`src/rtl/stack_pkg.sv`:
```
// Shared definitions for the stack pointer unit: opcode encodings, per-op word
// counts, push/pop direction and default stack bounds.
package stack_pkg;

    localparam logic [31:0] SP_RESET_DEF    = 32'h000FFFFF;
    localparam logic [31:0] STACK_LIMIT_DEF = 32'h000FF000;

    typedef enum logic [2:0] {
        OP_NOP  = 3'd0,
        OP_PUSH = 3'd1,
        OP_POP  = 3'd2,
        OP_CALL = 3'd3,
        OP_RET  = 3'd4,
        OP_INT  = 3'd5,
        OP_RTI  = 3'd6,
        OP_RSVD = 3'd7
    } op_e;

    typedef enum logic {
        ST_IDLE  = 1'b0,
        ST_MULTI = 1'b1
    } seq_state_e;

    // Number of stack words an op touches; zero marks a no-op encoding.
    function automatic logic [1:0] op_words(input logic [2:0] op);
        case (op)
            OP_PUSH, OP_POP: op_words = 2'd1;
            OP_CALL, OP_RET: op_words = 2'd2;
            OP_INT,  OP_RTI: op_words = 2'd3;
            default:         op_words = 2'd0;
        endcase
    endfunction

    function automatic logic op_is_push(input logic [2:0] op);
        op_is_push = (op == OP_PUSH) || (op == OP_CALL) || (op == OP_INT);
    endfunction

    function automatic logic op_is_real(input logic [2:0] op);
        op_is_real = (op_words(op) != 2'd0);
    endfunction

endpackage

```
`src/rtl/stack_seq_fsm.sv`:
```
// Word sequencer: walks multi-word stack ops one word per running cycle and
// tells the datapath which op/word is being attempted.
module stack_seq_fsm
    import stack_pkg::*;
(
    input  logic       clk,
    input  logic       rst,
    input  logic       run,
    input  logic       op_valid,
    input  logic [2:0] op_code,
    input  logic       blocked,
    output logic       attempt,
    output logic [2:0] cur_op,
    output logic [1:0] cur_idx,
    output logic       busy
);

    seq_state_e state_q, state_d;
    logic [2:0] op_q, op_d;
    logic [1:0] idx_q, idx_d;

    always_ff @(posedge clk or posedge rst) begin
        if (rst) begin
            state_q <= ST_IDLE;
            op_q    <= 3'd0;
            idx_q   <= 2'd0;
        end else begin
            state_q <= state_d;
            op_q    <= op_d;
            idx_q   <= idx_d;
        end
    end

    // A blocked word aborts the whole op, as does issuing its last word.
    always_comb begin
        state_d = state_q;
        op_d    = op_q;
        idx_d   = idx_q;
        if (attempt) begin
            if (blocked || (cur_idx == op_words(cur_op) - 2'd1)) begin
                state_d = ST_IDLE;
                idx_d   = 2'd0;
            end else begin
                state_d = ST_MULTI;
                op_d    = cur_op;
                idx_d   = cur_idx + 2'd1;
            end
        end
    end

    always_comb begin
        busy    = (state_q == ST_MULTI);
        cur_op  = busy ? op_q : op_code;
        cur_idx = busy ? idx_q : 2'd0;
        attempt = run && (busy || (op_valid && op_is_real(op_code)));
    end

endmodule

```
`src/rtl/stack_pointer_unit.sv`:
```
// Stack pointer datapath: post-decrement pushes, pre-increment pops, bounds
// checking with sticky fault flags, and a registered per-word address output.
module stack_pointer_unit
    import stack_pkg::*;
#(
    parameter logic [31:0] SP_RESET    = SP_RESET_DEF,
    parameter logic [31:0] STACK_LIMIT = STACK_LIMIT_DEF
) (
    input  logic        clk,
    input  logic        rst,
    input  logic        enable,
    input  logic        stall_in,
    input  logic        op_valid,
    input  logic [2:0]  op_code,
    output logic [31:0] SP_VALUE,
    output logic        Stack_OP,
    output logic [1:0]  word_idx,
    output logic        busy,
    output logic        overflow,
    output logic        underflow
);

    logic        run;
    logic        attempt;
    logic        blocked;
    logic        is_push;
    logic [2:0]  cur_op;
    logic [1:0]  cur_idx;

    logic [31:0] sp_q, sp_d;
    logic [31:0] sp_value_q, sp_value_d;
    logic        stack_op_q, stack_op_d;
    logic [1:0]  word_idx_q, word_idx_d;
    logic        overflow_q, overflow_d;
    logic        underflow_q, underflow_d;

    assign run     = enable && !stall_in;
    assign is_push = op_is_push(cur_op);
    assign blocked = attempt && (is_push ? (sp_q < STACK_LIMIT) : (sp_q >= SP_RESET));

    stack_seq_fsm u_seq (
        .clk      (clk),
        .rst      (rst),
        .run      (run),
        .op_valid (op_valid),
        .op_code  (op_code),
        .blocked  (blocked),
        .attempt  (attempt),
        .cur_op   (cur_op),
        .cur_idx  (cur_idx),
        .busy     (busy)
    );

    always_comb begin
        sp_d        = sp_q;
        sp_value_d  = sp_value_q;
        stack_op_d  = 1'b0;
        word_idx_d  = word_idx_q;
        overflow_d  = overflow_q;
        underflow_d = underflow_q;
        if (attempt) begin
            if (blocked) begin
                if (is_push) overflow_d  = 1'b1;
                else         underflow_d = 1'b1;
            end else begin
                stack_op_d = 1'b1;
                word_idx_d = cur_idx;
                if (is_push) begin
                    sp_value_d = sp_q;
                    sp_d       = sp_q - 32'd1;
                end else begin
                    sp_value_d = sp_q + 32'd1;
                    sp_d       = sp_q + 32'd1;
                end
            end
        end
    end

    always_ff @(posedge clk or posedge rst) begin
        if (rst) begin
            sp_q        <= SP_RESET;
            sp_value_q  <= 32'd0;
            stack_op_q  <= 1'b0;
            word_idx_q  <= 2'd0;
            overflow_q  <= 1'b0;
            underflow_q <= 1'b0;
        end else begin
            sp_q        <= sp_d;
            sp_value_q  <= sp_value_d;
            stack_op_q  <= stack_op_d;
            word_idx_q  <= word_idx_d;
            overflow_q  <= overflow_d;
            underflow_q <= underflow_d;
        end
    end

    assign SP_VALUE  = sp_value_q;
    assign Stack_OP  = stack_op_q;
    assign word_idx  = word_idx_q;
    assign overflow  = overflow_q;
    assign underflow = underflow_q;

endmodule

```
`config.mk`:
```
export PLATFORM = sky130hd
export DESIGN_NAME = stack_pointer_unit
export DESIGN_NICKNAME = d
export VERILOG_FILES = /design/src/rtl/stack_pkg.sv /design/src/rtl/stack_seq_fsm.sv /design/src/rtl/stack_pointer_unit.sv
export SDC_FILE = /design/constraint.sdc
export NUM_CORES = 1
export LEC_CHECK = 0
export BUFFER_PORTS_ARGS = -buffer_cell sky130_fd_sc_hd__clkbuf_2
export CORE_MARGIN = 1.5
export CORE_UTILIZATION = 53
export CTS_BUF_LIST = sky130_fd_sc_hd__clkbuf_16
export CTS_CLUSTER_DIAMETER = 40
export DETAILED_ROUTE_END_ITERATION = 10
export HOLD_SLACK_MARGIN = 0.05
export MAX_ROUTING_LAYER = met4
export PLACE_DENSITY = 0.83
export SLEW_MARGIN = 20
export SYNTH_ARGS = -nofsm -noshare
export SYNTH_HDL_FRONTEND = slang
export SYNTH_HIERARCHICAL = 1
export SYNTH_SLANG_ARGS = --single-unit
```
`constraint.sdc`:
```
create_clock -name clk -period 3.3 [get_ports clk]
set_clock_uncertainty 0.1 [all_clocks]
set_input_delay 0.165 -clock clk [delete_from_list [all_inputs] [get_ports clk]]
set_output_delay 0.165 -clock clk [all_outputs]
set_load 0.005 [all_outputs]
```
### Yosys cells after proc, flatten, opt, wreduce, memory -nomap -nowiden

Index checks and enable logic that the tools add are counted.

* add/subtract/negate cells: 4
* $lt $le $gt $ge: 2
* equality and inequality tests: 13
* muxes and demuxes: 12
* bitwise gates (word level): 3
* reductions and logical operators: 20

Operators with widths (count)
* $mux W32: 2
* $add A32 B1 Y32 const B: 1
* $ge A32 B20 Y1 const B: 1
* $lt A32 B20 Y1 const B: 1
* $sub A32 B1 Y32 const B: 1
* $eq A3 B3 Y1 const B: 6
* $eq A3 B2 Y1 const B: 4
* $pmux W2 S3: 2
* $reduce_or A2 Y1: 6
* $eq A3 B1 Y1 const B: 2
* $mux W2: 3
* $reduce_and A3 Y1: 2
* $logic_and A1 B1 Y1: 4
* $logic_or A1 B1 Y1: 4
* $mux W1: 4
* $reduce_and A2 Y1: 2
* $mux W3: 1
* $not A1 Y1: 3
* $add A2 B1 Y2 const B: 1
* $eq A2 B2 Y1: 1
* $reduce_bool A2 Y1: 1
* $sub A2 B1 Y2 const B: 1
* $logic_not A1 Y1: 1

* register bits after elaboration: 75
* bits of input ports: 8

### Longest topological paths before layout

Gate-level depths: netlist (run 1).

* depth after elaboration: 13
* depth in mapped cells: 15

### Cells and area by module

The synthesis (run 1) kept the hierarchy.

By module, submodules not included
* stack_pointer_unit: times used 1, cells each 361, area an instance 3738.6 um^2, sequential area each 1751.7 um^2
* stack_seq_fsm: times used 1, cells each 57, area an instance 521.8 um^2, sequential area each 150.1 um^2

### Least setup slack after synthesis (run 1)

No wires, ideal clock.

* path type: register to register
* start: register sp_q[3]
* end: register u_seq.idx_q[0]
* arrival time: 2.944 ns
* path slack: 0.112 ns
* stages on the path, launching flop included: 14
* buffers on the path: 3
* period minus slack after synthesis: 3.188 ns
* cell sequence: dfstp_2 buf_2 nand4_2 nor4_4 a22o_1 buf_2 clkbuf_1 a21oi_1 nor2b_1 nor2_1 o2111a_1 o21a_1 a31oi_2 o22ai_1

* longest elaborated chain between the ends: 5
* elaborated cells between the ends (all ways): 6
* those cells by class: 2 x order compare; 2 x mux; 2 x reduce/logical

Ends and longest elaborated chain
* start, declared: line stack_pointer_unit.sv:30 `logic [31:0] sp_q, sp_d;`
* start signal, assigned: line stack_pointer_unit.sv:88 `sp_q <= sp_d;`
* $ge A32 B20 Y1 / $lt A32 B20 Y1 (equally long branches): line stack_pointer_unit.sv:39 `assign blocked = attempt && (is_push ? (sp_q < STACK_LIMIT) : (sp_q >= SP_RESET));`
* $mux W1 (*): line stack_pointer_unit.sv:39
* $logic_and A1 B1 Y1 (*): line stack_pointer_unit.sv:39
* net blocked: line stack_pointer_unit.sv:25 `logic blocked;`
* $logic_or A1 B1 Y1 (*): line stack_seq_fsm.sv:40 `if (blocked || (cur_idx == op_words(cur_op) - 2'd1)) begin`
* $mux W2 (*): line stack_seq_fsm.sv:40
* end signal, assigned: line stack_seq_fsm.sv:30 `idx_q <= idx_d;`
* end, declared: line stack_seq_fsm.sv:20 `logic [1:0] idx_q, idx_d;`

Mark *: on every way through the listed nets, which the timed path passes. The rest lies on a longest branch.
A chain may end at the register's enable or synchronous reset.

### Worst setup path in the final report (run 1)

* start: register sp_q[3]
* end: register u_seq.state_q (netlist: u_seq/busy)

* longest elaborated chain between the ends: 5
* elaborated cells between the ends (all ways): 6
* those cells by class: 2 x order compare; 2 x mux; 2 x reduce/logical

Ends and longest elaborated chain
* $ge A32 B20 Y1 / $lt A32 B20 Y1 (equally long branches): line stack_pointer_unit.sv:39
* $mux W1 (*): line stack_pointer_unit.sv:39
* $logic_and A1 B1 Y1 (*): line stack_pointer_unit.sv:39
* net blocked: line stack_pointer_unit.sv:25
* $logic_or A1 B1 Y1 (*): line stack_seq_fsm.sv:40
* $mux W1 (*): line stack_seq_fsm.sv:40
* end signal, assigned: line stack_seq_fsm.sv:28 `state_q <= state_d;`
* end, declared: line stack_seq_fsm.sv:18 `seq_state_e state_q, state_d;`

Marks and branches as above.

==> results of run 1 <==
report_power, final:
group / switching (mW) / internal [mW]
Combinational: 0.526 / 0.391
Clock: 0.378 / 0.730
Sequential: 0.191 / 1.11
Total: 1.09 / 2.23
cell usage after synthesis (3+ instances only):
library cell / instances / area share, %
clkbuf_1: 14 / 1.2
mux2_4: 3 / 1.1
a31oi_1: 13 / 1.9
o21a_1: 3 / 0.53
and3_1: 5 / 0.73
ha_1: 8 / 2.3
inv_1: 16 / 1.4
nor4_1: 6 / 0.88
buf_6: 5 / 1.3
nand3_1: 15 / 1.8
o21ai_0: 34 / 4.0
dfstp_2: 20 / 12
a211oi_1: 12 / 2.1
buf_2: 9 / 1.1
a21o_1: 5 / 0.88
a21oi_1: 12 / 1.4
nor3_1: 19 / 2.2
nand4b_1: 5 / 1.0
xor2_1: 19 / 3.9
xnor2_1: 26 / 5.3
nand2_1: 17 / 1.5
nand4_1: 7 / 1.0
dfrtp_1: 55 / 32
mux2_2: 21 / 5.6
nor2_1: 24 / 2.1
kinds of logic (layout without fill, tap and decap cells):
logic type	count (synthesis)	after routing	synth area share, %
simple gates	122	122	16.4
mux	25	25	6.84
xor+xnor	46	46	9.63
buf+inv	48	93	5.49
fa+ha+maj	8	8	2.35
flops	75	75	44.6
compound gates	94	94	14.7
flip-flops by register name, summed over array words and instances (netlist names):
register     cells
underflow        1
Stack_OP         1
u_seq/op_q       3
overflow         1
u_seq/busy       1
sp_q            32
u_seq/idx_q      2
SP_VALUE        32
word_idx         2
cell type report:
| class | count | area, um2 | area share, % |
|---|---|---|---|
| Clock inverter | 7 | 108 | 2.19 |
| Tap cell | 102 | 128 | 2.60 |
| Sequential cell | 75 | 1900 | 38.8 |
| Inverter | 17 | 63.8 | 1.30 |
| Clock buffer | 9 | 225 | 4.59 |
| Timing Repair Buffer | 60 | 353 | 7.19 |
| Multi-Input combinational cell | 295 | 2130 | 43.4 |
how the worst min path moves through the flow:
stage | start | to | cells after the start
floorplan | rst | u_seq/busy | 1
global placement | rst | u_seq/idx_q[1] | 2
detailed placement | rst | u_seq/idx_q[0] | 2
CTS | op_code[2] | u_seq/op_q[2] | 2
global route | op_code[2] | u_seq/op_q[2] | 2
finish | op_code[0] | u_seq/op_q[0] | 3
cell usage in the layout (no fill, tap or decap), types with 8 or more instances in the layout:
cell type  synthesis  final
a211oi_1          12     12
a21oi_1           12     12
a31oi_1           13     13
buf_4              1     13
clkbuf_16          0      9
clkbuf_2           1     45
dfrtp_1           55     55
dfstp_2           20     20
ha_1               8      8
inv_1             16     16
mux2_2            21     21
nand2_1           17     17
nand3_1           15     15
nor2_1            24     24
nor3_1            19     19
o21ai_0           34     34
xnor2_1           26     26
xor2_1            19     19
tightest hold or removal path: cells and delay by family:
kind / cells / cell delay (ns)
buffers and inverters: 1 / 0.16
AOI/OAI and AO/OA: 1 / 0.07
and+or+nand+nor: 1 / 0.06
per-layer routing:
metal  vias up  global-route usage [%]
li1       1568                       -
met1      1692                    31.7
met2       121                    40.3
met3        23                    4.68
met4         0                    10.6
met5         -                       -
repair_timing:
item	4_1_cts	5_1_grt
hold buffers	1	0
setup buffers	0	0
resized for setup	0	1
endpoints found under the setup margin	0	4
endpoints found under the hold margin	39	0
==> results.cfg, run 1 <==
[status]
status = finished, final reports clean

[clocking]
htree_levels = 3
ctsRootBufferMaster = clkbuf_16
path_clk_slew_ns = 0.06
cts.sinks = 75
cts_tree = done
clock_path_buffers = 2
clkLatencyLatePin_ns = 0.34
cts_buffers = 9

[routing]
wl_met1_um = 4080
met2RoutedLength_um = 4820
avgViaCountPerCell = 6.02
dr.max_layer_used = met4
drt-wirelength-per-cell_um = 17.0
drt-total-wl_um = 9610
drt_first_pass_iters = 5
drc = 0
routed-wl-met3_um = 515
antenna_left = 0
drtIter0Drc = 227
vias = 3404

[worst_setup_path]
cp-endpoint = u_seq/busy
crit_path_max_fanout = 9
slowest_stage = dfstp_2
cp-startpoint = sp_q[3]
r2r-start = sp_q[3]
path_depth = 10
slowest_delay_ns = 0.63
start_kind = register
crit_buf_inv = 0
path_cells = nand4_2 -> nor4_4 -> a22o_1 -> a21oi_1 -> nor2b_1 -> nor2_1 -> o2111a_1 -> o21a_1 -> a31oi_2 -> o21ai_0
rrSetupSlack_ns = 0.32
critPathCaptureType = register
crit_arrival_ns = 3.08
setup.worst_path.class = register to register
r2r_cells = 10
reg2reg_to = u_seq/busy
required_ns = 3.40
crit_family = compound AO/OA/AOI/OAI gates

[floorplanning]
row_count = 32
die-area_um2 = 8580
start_util_pct = 54.8
core_area_um2 = 7770
die_h_um = 92.7
die_x_um = 92.7
pin_count = 46

[yosys]
ys_seq_elements = 75
synth_edf_count = 0
mappedNetlistArea_um2 = 4260
ys.flop_type = dfrtp_1
seq_area_frac_synth_pct = 44.6
ys_types = 62
avgSynthCellArea_um2 = 10.2
synth_fp_nets = 434
synthCells = 418
synthArstFlopShare_pct = 100
yosysWarnings = 6

[sta]
max_freq_mhz = 335
setup_viol = 0
hold_violations = 0
fin_ws_ns = 0.317
relSlewSlack_pct = 35.9
hold_ws_ns = 0.0633
rsz0062_at_grt = false
period_share_pct = 90.4
totalNegativeSetupSlack_ns = 0
fin_crit_ns = 2.98
slew_viol_final = 0
worst_pin_slew_ns = 0.960

[place]
dp_hpwl_um = 6420
io_buffer_count = 45
dp_slack_ns = 0.234
dp.cells = 548
gp_congestion = 0.953
dpl_cell_area_um2 = 4560

[power_and_ir_drop]
power_density_nw_per_um2 = 677
finalPower_mw = 3.32
leakage_nw = 2.26
ir_worst_vdd_mv = 0.341

[finish]
drive_gt1_share_pct = 29.2
area_delta_synth_final_pct = 15.2
instances_no_fill = 565
fin_nets = 474
utilization_pct = 63.2
stdcell_area_um2 = 4910
num-fill-cells = 630
diodes = 0

[global_routing]
grt_usage_pct = 25.2
grt_max_degree = 46
grt_pass1_wl_um = 16600
overflow = 0
antenna_found_initial = 0
grt_pass1_vias = 3451

[run]
cap_violations = 0

[hold_path]
hold_class = primary input to register
No activity file was read; power rests on OpenSTA's default activity.
==> run 2: changes to the inputs <==
Settings changed: CTS_CLUSTER_SIZE from default to 8, GPL_TIMING_DRIVEN from default to 0.
==> run 2 against run 1 <==
Sequential power shrank 5%. Global-route usage shrank 0.87 points. Routed wire length shrank 1.4%. Largest cell class unchanged. Maximum frequency shrank 3.7%.
==> results.cfg, run 2 (synthesized netlist as in run 1, its figures left out) <==
[sta]
slew_viol_final = 0
max_freq_mhz = 323
setup_viol = 0
fin_crit_ns = 3.10
totalNegativeSetupSlack_ns = 0
fin_ws_ns = 0.203
rsz0062_at_grt = false
period_share_pct = 93.9
hold_violations = 0
worst_pin_slew_ns = 0.791
relSlewSlack_pct = 46.8

[worst_setup_path]
crit_path_max_fanout = 19
setup.worst_path.class = register to register
start_kind = register
r2r_cells = 12
critPathCaptureType = register
reg2reg_to = u_seq/op_q[2]
r2r-start = u_seq/busy
rrSetupSlack_ns = 0.20
required_ns = 3.42
crit_arrival_ns = 3.22

[finish]
utilization_pct = 63.9
area_delta_synth_final_pct = 16.6
diodes = 0
instances_no_fill = 584
most-common-layout-cells = 55 x dfrtp_1, 48 x clkbuf_2, 34 x o21ai_0
fin_nets = 493
final_common_cell = dfrtp_1
drive_gt1_share_pct = 29.3

[routing]
antenna_left = 0
drt_first_pass_iters = 5
drc = 0
drt-wirelength-per-cell_um = 16.2
drtIter0Drc = 283
avgViaCountPerCell = 5.90
vias = 3444
drt-total-wl_um = 9470

[clocking]
clkLatencyLatePin_ns = 0.34
cts_tree = done
cts.sinks = 75
ctsRootBufferMaster = clkbuf_16
htree_levels = 3
path_clk_slew_ns = 0.06
cts_buffers = 9
clock_path_buffers = 2

[power_and_ir_drop]
p_sw_mw = 1.09
p_comb_share_pct = 31.7
p_int_mw = 2.09
leakage_nw = 2.31
ir_worst_vdd_mv = 0.291
power_frac_clock_pct = 29.2
power_density_nw_per_um2 = 640
sw_frac_of_total_pct = 34.3
pwr-share-seq_pct = 39.0

[place]
gp_congestion = 0.885
dp_hpwl_um = 6490
dp.cells = 566
io_buffer_count = 45
dp_slack_ns = -0.646

[global_routing]
grt_pass1_wl_um = 15800
overflow = 0
antenna_found_initial = 0
grt_usage_pct = 24.4
grt_max_degree = 37
grt_pass1_vias = 3300

[floorplanning]
core_area_um2 = 7770
row_count = 32
die-area_um2 = 8580
pin_count = 46
start_util_pct = 54.8
die_h_um = 92.7
die_x_um = 92.7

[status]
status = finished, final reports clean

[hold_path]
hp-start = stall_in
hold_path_depth = 3
min_to = u_seq/busy
hold_class = primary input to register

[run]
cap_violations = 0
[run 2: per-layer routing]
layer	global-route usage, %	part of all wire, %
met5	-	0
met4	9.60	2.6
met3	5.91	7.1
met2	36.6	47
met1	32.0	43
[run 2: worst max-delay path by stage]
stage,endpoint,start,depth (start not counted),slack [ns]
after floorplan,u_seq/idx_q[0],sp_q[3],13,0.11
after global placement,u_seq/idx_q[0],sp_q[3],13,-0.53
after detailed placement,u_seq/idx_q[0],sp_q[3],13,-0.65
after CTS,u_seq/busy,sp_q[2],12,0.08
after global routing,u_seq/op_q[2],u_seq/busy,12,0.06
final,u_seq/op_q[2],u_seq/busy,12,0.20
[run 2: final cells by class]
cell class	count	area, um2
fillers	632	2800
multi-input cells	295	2140
flip-flops and latches	75	1900
repair buffers	50	280
clock buffers	9	225
plain buffers	29	168
well taps	102	128
inverters	17	66.3
clock inverters	7	53.8
[run 2: stage by stage]
stage	area, um2	total power, mW	hold slack, ns
2_1_floorplan	4260	1.94	-0.144
3_3_place_gp	4610	2.18	-0.0156
3_5_place_dp	4640	2.22	0.0171
4_1_cts	4950	3.17	0.0676
5_1_grt	4970	3.35	0.0710
6_report	4970	3.18	0.0617
[run 2: critical path: stages (launching register included)]
cell      delay [ns]
dfrtp_1         0.36
buf_6           0.13
mux2_2          0.37
a21boi_4        0.24
inv_1           0.16
a22o_1          0.26
clkbuf_4        0.24
a21oi_1         0.18
nor2b_2         0.09
nor2_1          0.09
o2111a_1        0.19
o21a_1          0.20
mux2_2          0.36
[run 2: power by group through the flow]
stage	sequential, mW	combinational, mW	clock, mW
6_report	1.24	1.01	0.930
5_1_grt	1.26	1.10	0.984
4_1_cts	1.23	1.01	0.936
3_5_place_dp	1.24	0.983	0
3_3_place_gp	1.23	0.949	0
2_1_floorplan	1.22	0.719	0
[run 2: timing repair]
| item | 4_1_cts | 5_1_grt |
|---|---|---|
| resized for setup | 3 | 4 |
| endpoints found under the hold margin | 35 | 0 |
| hold buffers | 2 | 0 |
| buffers inserted | 1 | 1 |
| pin swaps | 1 | 0 |
| endpoints found under the setup margin | 6 | 4 |
